--- config.mk ---
export PLATFORM = sky130hd
export DESIGN_NAME = i2s_master
export DESIGN_NICKNAME = d
export VERILOG_FILES = /design/src/rtl/i2s_master.sv
export SDC_FILE = /design/constraint.sdc
export NUM_CORES = 1
export LEC_CHECK = 0
export CAP_MARGIN = 10
export CORE_MARGIN = 2
export CORE_UTILIZATION = 67
export CTS_CLUSTER_DIAMETER = 80
export DETAILED_ROUTE_END_ITERATION = 12
export DONT_BUFFER_PORTS = 1
export GPL_TIMING_DRIVEN = 1
export PLACE_DENSITY = 0.9
export SLEW_MARGIN = 20
export SYNTH_ARGS = -nofsm -noshare
export SYNTH_HDL_FRONTEND = slang
export SYNTH_SLANG_ARGS = --single-unit
export TNS_END_PERCENT = 30
--- constraint.sdc ---
create_clock -name clk -period 5.6 [get_ports clk]
set_input_delay 1.12 -clock clk [delete_from_list [all_inputs] [get_ports clk]]
set_output_delay 1.12 -clock clk [all_outputs]
set_load 0.05 [all_outputs]
--- src/rtl/i2s_master.sv ---
// I2S bus master: bclk/lrclk generation, 64-bclk stereo frames, one-entry DAC
// holding register and a registered ADC sample output with overrun detection.
module i2s_master #(
    parameter int unsigned BIT_DEPTH   = 24,
    parameter int unsigned HALF_PERIOD = 16
) (
    input  logic                   clk,
    input  logic                   reset,
    input  logic                   enable,
    output logic                   bclk,
    output logic                   lrclk,
    output logic                   sdata_o,
    input  logic                   sdata_i,
    input  logic [2*BIT_DEPTH-1:0] dac_sample_data,
    input  logic                   dac_sample_valid,
    output logic                   dac_sample_ready,
    output logic [2*BIT_DEPTH-1:0] adc_sample_data,
    output logic                   adc_sample_valid,
    input  logic                   adc_sample_ready,
    output logic                   dac_underrun,
    output logic                   adc_overrun
);
    localparam int unsigned HC_W = $clog2(HALF_PERIOD);
    localparam logic [HC_W-1:0] HC_LAST = HC_W'(HALF_PERIOD - 1);
    localparam int unsigned SW = 2 * BIT_DEPTH;

    typedef enum logic {IDLE, RUN} state_t;

    state_t               state;
    logic [HC_W-1:0]      half_cnt;
    logic [5:0]           pos;
    logic [SW-1:0]        hold_data;
    logic [SW-1:0]        shreg;
    logic [BIT_DEPTH-1:0] cap_l;
    logic [BIT_DEPTH-1:0] cap_r;

    logic       toggle, fall, rise, wrap, frame_start, dac_accept;
    logic       data_cur, data_next;
    logic [5:0] pos_next;

    // Slot positions 1..BIT_DEPTH carry sample bits; the rest are padding.
    function automatic logic in_data(input logic [4:0] slot);
        return (slot != 5'd0) && ({27'd0, slot} <= BIT_DEPTH);
    endfunction

    always_comb begin
        toggle      = (state == RUN) && (half_cnt == HC_LAST);
        fall        = toggle && bclk;
        rise        = toggle && !bclk;
        pos_next    = pos + 6'd1;
        wrap        = fall && (pos == 6'd63);
        frame_start = enable && ((state == IDLE) || wrap);
        dac_accept  = dac_sample_valid && dac_sample_ready;
        data_cur    = in_data(pos[4:0]);
        data_next   = in_data(pos_next[4:0]);
    end

    always_ff @(posedge clk) begin
        if (reset) begin
            state            <= IDLE;
            half_cnt         <= '0;
            pos              <= '0;
            bclk             <= 1'b0;
            lrclk            <= 1'b0;
            sdata_o          <= 1'b0;
            hold_data        <= '0;
            shreg            <= '0;
            cap_l            <= '0;
            cap_r            <= '0;
            dac_sample_ready <= 1'b1;
            adc_sample_data  <= '0;
            adc_sample_valid <= 1'b0;
            dac_underrun     <= 1'b0;
            adc_overrun      <= 1'b0;
        end else begin
            dac_underrun <= 1'b0;
            adc_overrun  <= 1'b0;
            if (adc_sample_valid && adc_sample_ready)
                adc_sample_valid <= 1'b0;
            if (dac_accept) begin
                hold_data        <= dac_sample_data;
                dac_sample_ready <= 1'b0;
            end
            case (state)
                IDLE: begin
                    half_cnt <= '0;
                    pos      <= '0;
                    bclk     <= 1'b0;
                    lrclk    <= 1'b0;
                    sdata_o  <= 1'b0;
                    if (enable)
                        state <= RUN;
                end
                RUN: begin
                    if (toggle) begin
                        half_cnt <= '0;
                        bclk     <= !bclk;
                    end else begin
                        half_cnt <= half_cnt + 1'b1;
                    end
                    if (rise && data_cur) begin
                        if (pos[5])
                            cap_r <= {cap_r[BIT_DEPTH-2:0], sdata_i};
                        else
                            cap_l <= {cap_l[BIT_DEPTH-2:0], sdata_i};
                    end
                    if (fall) begin
                        pos   <= pos_next;
                        lrclk <= pos_next[5];
                        if (data_next) begin
                            sdata_o <= shreg[SW-1];
                            shreg   <= shreg << 1;
                        end else begin
                            sdata_o <= 1'b0;
                        end
                    end
                    // The completed frame is always published, even when stopping.
                    if (wrap) begin
                        adc_sample_data  <= {cap_l, cap_r};
                        adc_sample_valid <= 1'b1;
                        if (adc_sample_valid && !adc_sample_ready)
                            adc_overrun <= 1'b1;
                        if (!enable)
                            state <= IDLE;
                    end
                end
            endcase
            // Reads the pre-accept holding state, so a same-cycle accept waits a frame.
            if (frame_start) begin
                if (dac_sample_ready) begin
                    shreg        <= '0;
                    dac_underrun <= 1'b1;
                end else begin
                    shreg <= hold_data;
                end
                dac_sample_ready <= !dac_accept;
            end
        end
    end
endmodule

After elaboration in Yosys (flattened, before gate mapping)
Cells that the tools add are included.
{"block": "word_totals", "out_inout_bits": 55, "register_bits": 210, "word_cells": 80}
{"block": "classes", "reduce_logical": 27, "muxes": 26, "addsub": 2, "n_bitwise": 4, "n_lt_le_gt_ge": 2, "n_eq_ne": 4}
{"op": "48-bit 2-to-1 mux", "n": 5}
{"op": "1-bit 2-to-1 mux", "n": 13}
{"op": "6-bit case mux with 2 select lines", "n": 1}
{"op": "1-bit logical AND", "n": 11}
{"op": "5-bit <= comparator (second input constant)", "n": 2}
{"op": "5-bit nonzero test", "n": 2}
{"op": "3-bit AND reduction", "n": 3}
{"op": "1-bit case mux with 2 select lines", "n": 4}
{"op": "4-bit case mux with 2 select lines", "n": 1}
{"op": "2-bit nonzero test", "n": 4}
{"op": "6-bit by 1-bit adder with 6-bit output (second input constant)", "n": 1}
{"op": "6-bit equality test (second input constant)", "n": 1}
{"op": "6-bit 2-to-1 mux", "n": 1}
{"op": "4-bit by 1-bit adder with 4-bit output (second input constant)", "n": 1}
{"op": "4-bit equality test (second input constant)", "n": 1}
{"op": "4-bit 2-to-1 mux", "n": 1}
{"op": "2-bit by 1-bit != test with 1-bit output (second input constant)", "n": 2}
{"op": "1-bit NOT", "n": 4}
{"op": "1-bit zero test", "n": 3}
{"op": "3-bit OR reduction", "n": 1}
{"op": "2-bit AND reduction", "n": 1}
{"op": "2-bit OR reduction", "n": 1}
{"op": "1-bit logical OR", "n": 1}

Longest topological paths before layout
Gate-level depths: netlist (run 1).
{"block": "logic_depth", "depth_word": 8, "ltp_mapped": 10, "ltp_nobuf": 8}

Worst setup path before layout (run 1)
OpenSTA, ideal clock, no wires.
{"block": "synth_timing", "path_type": "input port to flip-flop", "start": "input dac_sample_valid", "end": "register hold_data[38]", "setup_slack_ns": 3.427, "setup_time_ns": 0.070, "path_stages": 6, "t_arrival_ns": 2.102, "cell_sequence": "and2_1 > clkbuf_1 > clkbuf_1 > buf_1 > nand2_1 > a21oi_1"}
{"block": "synth_between", "elab_chain_cells": 1}
{"element": "start: declaration", "line": "15", "rtl": "input logic dac_sample_valid,"}
{"element": "1-bit logical AND", "line": "53", "rtl": "dac_accept = dac_sample_valid && dac_sample_ready;"}
{"element": "end signal: assignment", "line": "81", "rtl": "hold_data <= dac_sample_data;"}
{"element": "end: declaration", "line": "32", "rtl": "logic [SW-1:0] hold_data;"}
No other way between the ends.
A chain may end at the register's enable or synchronous reset.

Worst setup path in the final report (run 1)
{"block": "layout_timing", "start": "register pos[1]", "end": "register shreg[16]"}
{"block": "layout_between", "elab_chain_cells": 6, "word_cells_on_any_way": 13, "cone_classes": "1 x add/sub; 1 x order compare; 1 x eq/ne; 1 x mux; 9 x reduce/logical"}
{"element": "start: declaration", "line": "31", "rtl": "logic [5:0] pos;"}
{"element": "start signal: assignment", "line": "108", "rtl": "pos <= pos_next;"}
{"element": "parallel branches: the longest is 6 deep, another holds 6-bit by 1-bit adder with 6-bit output"}
{"element": "end signal: assignment", "line": "112", "rtl": "shreg <= shreg << 1;"}
{"element": "end signal: assignment", "line": "134", "rtl": "shreg <= hold_data;"}
{"element": "end: declaration", "line": "33", "rtl": "logic [SW-1:0] shreg;"}
Parallel ways; which one is timed is not known.

==> summary.txt, run 1 <==
Status
  – Run status: completed

Routing
  – DRT iter0 DRCs: 368
  – Antenna-violating nets left: 0
  – Residual DRC: 0
  – DR WL/cell: 15.4 um
  – Via count of the routed design: between 5k and 6k
  – Final WL: roughly 16000 um
  – DR pass1 iterations: 5
  – Vias/cell: a little under 6

Critical path
  – Startpoint types: flip-flop
  – Crit Path Class: flip-flop to flip-flop
  – CP Data Required Time: around 6.0 ns
  – CP most frequent cell: buf_4
  – Data arrival, critical path: 3.69 ns
  – Top delay family on crit path: compound AO/OA/AOI/OAI gates
  – Largest fanout on the critical path: 53
  – Bufs and invs on worst path: 2
  – Endpoint class of the critical path: flip-flop
  – Critical path's slowest cell: o21ai_4
  – Largest stage delay, worst path: ~0.85 ns
  – Crit-path cells: ha_1 -> and3_1 -> nand2_1 -> nor3_4 -> buf_4 -> o21ai_4 -> buf_4 -> a21oi_1 -> a211oi_1

CTS
  – CTS root buffer: clkbuf_16
  – Longest Clk Path Bufs: 3
  – Hold-fix buffers at CTS: 0
  – TritonCTS clock tree: yes
  – H-tree Lvls: 1
  – Worst skew pair latency: just under 0.5 ns
  – Resized Gates After CTS: 0
  – CTS Sinks: around 210
  – Post-CTS Setup Bufs: 0
  – Worst-path clk slew: approximately 0.060 ns
  – CTS Buf Count: 21

Yosys
  – Synth unique cells: 44
  – Mean Syn Cell Area: between 8 and 9 um2
  – Simple logic cell fraction of the synthesized area: about 15%
  – Post-synthesis net count: ~960
  – Cell taking the most area after synthesis: dfxtp_1
  – Yosys top cell area share: 52.2%
  – #FFs+latches synth: around 210
  – Post-synthesis adder-cell area fraction: less than 1%
  – Syn Inst Count: 897
  – Largest family of logic cells by synthesized area: compound AO/OA/AOI/OAI gates
  – EDFF count, synth: 0
  – Top FF cell, synth: dfxtp_1
  – Post-synthesis mux area share: roughly an eighth
  – YS warnings: 0
  – Synth Cell Area: about 0.008 mm2
  – Synth Area in XOR/XNOR: 0.546%
  – Synth Area in Compound Gates: between 10% and 20%
  – Area contributors post-synth: dfxtp_1, mux2i_1, a21oi_1
  – Asr flop ratio synth: 0%
  – Post-synthesis sequential area ratio: between 50% and 60%

Cells and area
  – Fraction of layout cells with a size suffix above 1: between 5 and 6%
  – Register area: 0.00418 mm2
  – Multi-input gate area in the final layout: roughly 0.0035 mm2
  – Fin nets: between 900 and 1k
  – Fin cells: between 1k and 1.5k
  – # diodes: 0
  – Design Area, Final: between 0.008 and 0.009 mm2
  – Layout fillers: 826
  – Area grow syn2layout: 7.31%

Job
  – MaxCap Viol Count: 0

Power and ir drop
  – Seq pwr share: around half
  – LEAKAGE: 3.30 nW
  – Net Sw Power: 652 uW
  – Clk pwr share: between 40% and 50%
  – Power Internal: roughly 2.4 mW
  – Gate power share: about 3.7%
  – Sw Share: a little over a fifth
  – PwrDens: 358 mW/mm2
  – Maximum vdd drop: approximately 0.3 mV

Placed design
  – HPWL reported at the end of detailed placement: 9190 um
  – Port Buffer Count: 0
  – DP Worst Slack: 2.37 ns
  – Placed cell area: ~0.0079 mm2
  – Final GP Congestion: approximately 0.86
  – Placed cell count: about 970

STA
  – Slew headroom: approximately a third
  – RSZ-0062 raised after global routing: false
  – Clk_skew: 0.00614 ns
  – Tmin final: 3.29 ns
  – Max Clock Freq: about 0.3 GHz
  – Actual slew at the worst max-slew pin: a little over 1 ns
  – Final Cycle Share: 58.8%
  – Setup tns final: 0 ns
  – Hold Vio Cnt, Final: 0
  – # setup viols final: 0
  – Final Max Slew Viols: 0
  – Final worst slack: 2.31 ns

Floorplanning
  – Site Rows: 39
  – Top-Level Pins: about 110
  – Chip height: 113 um
  – Core area: approximately 0.012 mm2
  – Overall die area: around 0.013 mm2
  – Die width: between 100 and 150 um
  – Initial Util: a little over two thirds

Global route
  – Global route total overflow: 0
  – Initial antenna violation count: 0
  – Vias in the first global route: between 5k and 6k
  – Largest net degree at the start of global routing: roughly 200
  – First-pass GRT wire length: roughly 25000 um
  – Total track usage: 23.6%

Min path
  – Min-Delay Path Class: flip-flop to flip-flop
==> cell usage after synthesis, types with 2 or more instances <==
cell type	n
and3_1	2
or3_1	2
dfxtp_1	209
nor2_1	57
a21oi_1	152
ha_1	4
clkbuf_1	53
o21ai_0	3
nand2b_1	2
nor3_1	6
nor2b_1	3
nand2_1	200
and2_1	2
buf_2	11
xnor2_1	4
buf_12	3
nand3_1	4
inv_1	6
buf_1	2
buf_4	6
a211oi_1	48
mux2i_1	96
==> placed cells by master, fill, tap and decap left out, drive strengths merged, types with 2 or more instances in the layout <==
cell type and instances:
nand2 201, nand3 5, dfxtp 209, inv 8, nor3 7, xnor2 4, bufinv 2, clkinv 2
or3 2, buf 7, a211oi 48, and3 3, a21oi 152, nor2 57, and2 2, ha 4
mux2i 96, o21ai 4, clkbuf 32, nand2b 2, nor2b 3
==> power groups by stage <==
stage / Combinational, mW / Clock (mW) / Sequential [mW]
2_1_floorplan: 0.117 / 0 / 1.59
3_3_place_gp: 0.109 / 0 / 1.59
3_5_place_dp: 0.114 / 0 / 1.60
4_1_cts: 0.116 / 1.42 / 1.56
5_1_grt: 0.131 / 1.48 / 1.57
6_report: 0.115 / 1.40 / 1.56
==> path summary, 6_finish.rpt <==
| kind | endpoint | depth (start not counted) | slack [ns] | from |
|---|---|---|---|---|
| hold / removal | hold_data[7] | 2 | 0.46 | hold_data[7] |
| setup / recovery | shreg[16] | 9 | 2.31 | pos[1] |
| setup reg to reg | shreg[16] | 9 | 2.31 | pos[1] |
| hold reg to reg | hold_data[7] | 2 | 0.46 | hold_data[7] |
==> metrics by stage <==
step	util [%]	power (mW)	hold WS (ns)
2_1_floorplan	-	1.70	0.436
3_3_place_gp	68.4	1.70	0.439
3_5_place_dp	68.4	1.71	0.441
4_1_cts	74.4	3.10	0.450
5_1_grt	74.4	3.18	0.467
6_report	74.4	3.08	0.456
==> logic make-up after synthesis <==
logic type	count (synthesis)
xor+xnor	5
buf+inv	82
compound gates	212
fa+ha+maj	4
mux	96
simple gates	289
flops	209
==> registers in the layout, indices dropped and copies added (netlist names), 4 cells and up <==
| name | cells |
|---|---|
| shreg | 48 |
| adc_sample_data | 48 |
| hold_data | 48 |
| cap_l | 24 |
| cap_r | 24 |
| pos | 5 |
| half_cnt | 4 |
==> layout make-up <==
class                      instances  area share [%]
tap                              143            2.08
sequential                       209            48.6
clock inverter                     6            1.00
timing repair buffer               7           0.610
clock buffer                      32            7.16
multi-input combinational        606            40.2
inverter                           7           0.305
==> worst reg2reg max path, delay by kind of cell, from the launching register on <==
| kind | cells | cell delay (ns) |
|---|---|---|
| buf+inv | 2 | 0.87 |
| flops | 1 | 0.37 |
| compound gates | 3 | 1.22 |
| simple gates | 3 | 0.45 |
| fa+ha+maj | 1 | 0.30 |
==> per-layer routing <==
| metal | vias to the layer above | wire (um) | global-route usage [%] |
|---|---|---|---|
| met3 | 23 | 834 | 5.63 |
| li1 | 2966 | - | - |
| met2 | 143 | 7760 | 40.4 |
| met5 | - | 0 | 0 |
| met4 | 0 | 274 | 6.02 |
| met1 | 2742 | 6680 | 30.3 |
Power figures use the tool's default switching activity.
==> run 2, diff against run 1 <==
CORE_UTILIZATION = 63   (was 67)
PLACE_DENSITY = 0.86   (was 0.9)
clock period = 3.35 ns   (was 5.6 ns; I/O delays follow)
==> run 2 against run 1 <==
Final area fell by 0.15%. Sequential share of layout area rose by 0.071 points. First-iteration DRC count up 0.27%. Combinational power rose by 70%.
==> summary.txt, run 2 (synthesis gave the netlist of run 1 again) <==
Status
  – Run status: completed

Job
  – MaxCap Viol Count: 0

Cells and area
  – Multi-input gate area in the final layout: 0.00347 mm2
  – Largest regs: adc_sample_data x48, hold_data x48, shreg x48
  – Area grow syn2layout: 7.16%
  – Fraction of layout cells with a size suffix above 1: under 10%
  – Layout fillers: slightly above 1k
  – Register area: 0.00418 mm2
  – Fin nets: 910
  – Most frequent cells in the layout: dfxtp_1, nand2_1, a21oi_1
  – # diodes: 0
  – Leading cell type in the layout, fill and taps excluded: dfxtp_1

CTS
  – Worst skew pair latency: approximately 0.47 ns
  – CTS root buffer: clkbuf_16
  – TritonCTS clock tree: yes
  – Resized Gates After CTS: 0
  – Worst-path clk slew: around 0.060 ns
  – Hold-fix buffers at CTS: 0
  – H-tree Lvls: 1
  – Longest Clk Path Bufs: 3
  – CTS Sinks: between 200 and 250
  – CTS Buf Count: 21
  – Post-CTS Setup Bufs: 0

Routing
  – Antenna-violating nets left: 0
  – Residual DRC: 0
  – DR WL/cell: ~15 um
  – Via count of the routed design: between 5k and 6k
  – DR pass1 iterations: 5
  – Vias/cell: ~5.6
  – Final WL: roughly 15000 um
  – DRT iter0 DRCs: 369

Global route
  – Total track usage: a little over a fifth
  – Vias in the first global route: between 5k and 6k
  – First-pass GRT wire length: between 20000 and 25000 um
  – Global route total overflow: 0
  – Initial antenna violation count: 1
  – Largest net degree at the start of global routing: around 200

Floorplanning
  – Chip height: 117 um
  – Initial Util: 64.1%
  – Site Rows: 41
  – Die width: approximately 120 um
  – Core area: about 0.013 mm2
  – Top-Level Pins: roughly 110
  – Overall die area: approximately 0.014 mm2

STA
  – Max Clock Freq: between 0.4 and 0.5 GHz
  – Final worst slack: a little under 0.9 ns
  – Hold Vio Cnt, Final: 0
  – Final Max Slew Viols: 0
  – Slew headroom: 39.5%
  – # setup viols final: 0
  – Actual slew at the worst max-slew pin: a little over 0.9 ns
  – Tmin final: 2.46 ns
  – Clk_skew: around 0.0073 ns
  – Final Cycle Share: roughly 73%
  – Setup tns final: 0 ns
  – RSZ-0062 raised after global routing: false

Placed design
  – HPWL reported at the end of detailed placement: roughly 9100 um
  – Final GP Congestion: 0.846
  – Port Buffer Count: 0
  – DP Worst Slack: between 0.8 and 0.9 ns

Critical path
  – Worst reg2reg startpoint: half_cnt[0]
  – Worst flop-to-flop path endpoint: state
  – CP Data Required Time: roughly 3.7 ns
  – Startpoint types: flip-flop
  – Data arrival, critical path: between 2 and 3 ns
  – Reg2reg path depth: 6
  – Largest fanout on the critical path: 50
  – Endpoint class of the critical path: flip-flop
  – R2r setup slk: about 0.89 ns
  – Crit Path Class: flip-flop to flip-flop

Min path
  – Worst hold stages: 1
  – Min-Delay Startpoint: reset
  – Min-Delay Path Class: primary input to flip-flop
  – Worst Hold Endpoint: hold_data[13]

Power and ir drop
  – LEAKAGE: 3.27 nW
  – Maximum vdd drop: roughly 0.37 mV
  – PwrDens: approximately 580 mW/mm2
run 2: cell types whose count changed in the layout (fill, tap and decap cells not counted), sizes merged:
cell and delta:
bufinv -1, clkbuf -1, clkinv +1, clkinvlp -1
inv -1
run 2: worst max-delay path, stage by stage, from the launching register on:
cell and delay [ns]:
dfxtp_1 0.37, ha_1 0.21, and3_1 0.42, nand3_4 0.15, or3_2 0.86, a21oi_1 0.28
nor2_1 0.05
run 2: per-stage QoR:
stage / instance area [um2] / total power, mW / instances / utilization, % / hold WS (ns)
global placement: 7970 / 2.85 / 1001 / 63.7 / 0.438
detailed placement: 7970 / 2.86 / 1001 / 63.7 / 0.441
CTS: 8600 / 5.02 / 1036 / 68.7 / 0.252
floorplan: 8020 / 2.85 / 897 / - / 0.436
finish: 8600 / 4.98 / 1036 / 68.7 / 0.270
global route: 8600 / 5.17 / 1036 / 68.7 / 0.258
run 2: routing by layer:
metal / up-vias / track usage [%] / routed length [um]
met3: 21 / 5.30 / 841
met2: 109 / 36.3 / 7320
met5: - / 0 / 13
met4: 2 / 4.71 / 244
li1: 2963 / - / -
met1: 2730 / 28.3 / 6820
run 2: how the worst max path moves through the flow:
stage           startpoint        end  slack, ns  cells past startpoint
2_1_floorplan         bclk  cap_l[10]       1.30                      8
3_3_place_gp   half_cnt[0]      state       0.93                      6
3_5_place_dp   half_cnt[0]      state       0.86                      6
4_1_cts        half_cnt[0]      state       0.84                      6
5_1_grt        half_cnt[0]      state       0.73                      6
6_report       half_cnt[0]      state       0.89                      6
run 2: layout make-up:
type	instances	area share (%)
clock buffer	31	6.78
clock inverter	4	0.524
inverter	7	0.306
multi-input combinational	606	40.3
sequential	209	48.7
tap	172	2.50
timing repair buffer	7	0.902
run 2: report_power, final:
| group | internal, mW | total, mW | switching (mW) |
|---|---|---|---|
| Clock | 1.27 | 2.17 | 0.894 |
| Combinational | 0.0726 | 0.196 | 0.123 |
| Sequential | 2.56 | 2.61 | 0.0482 |
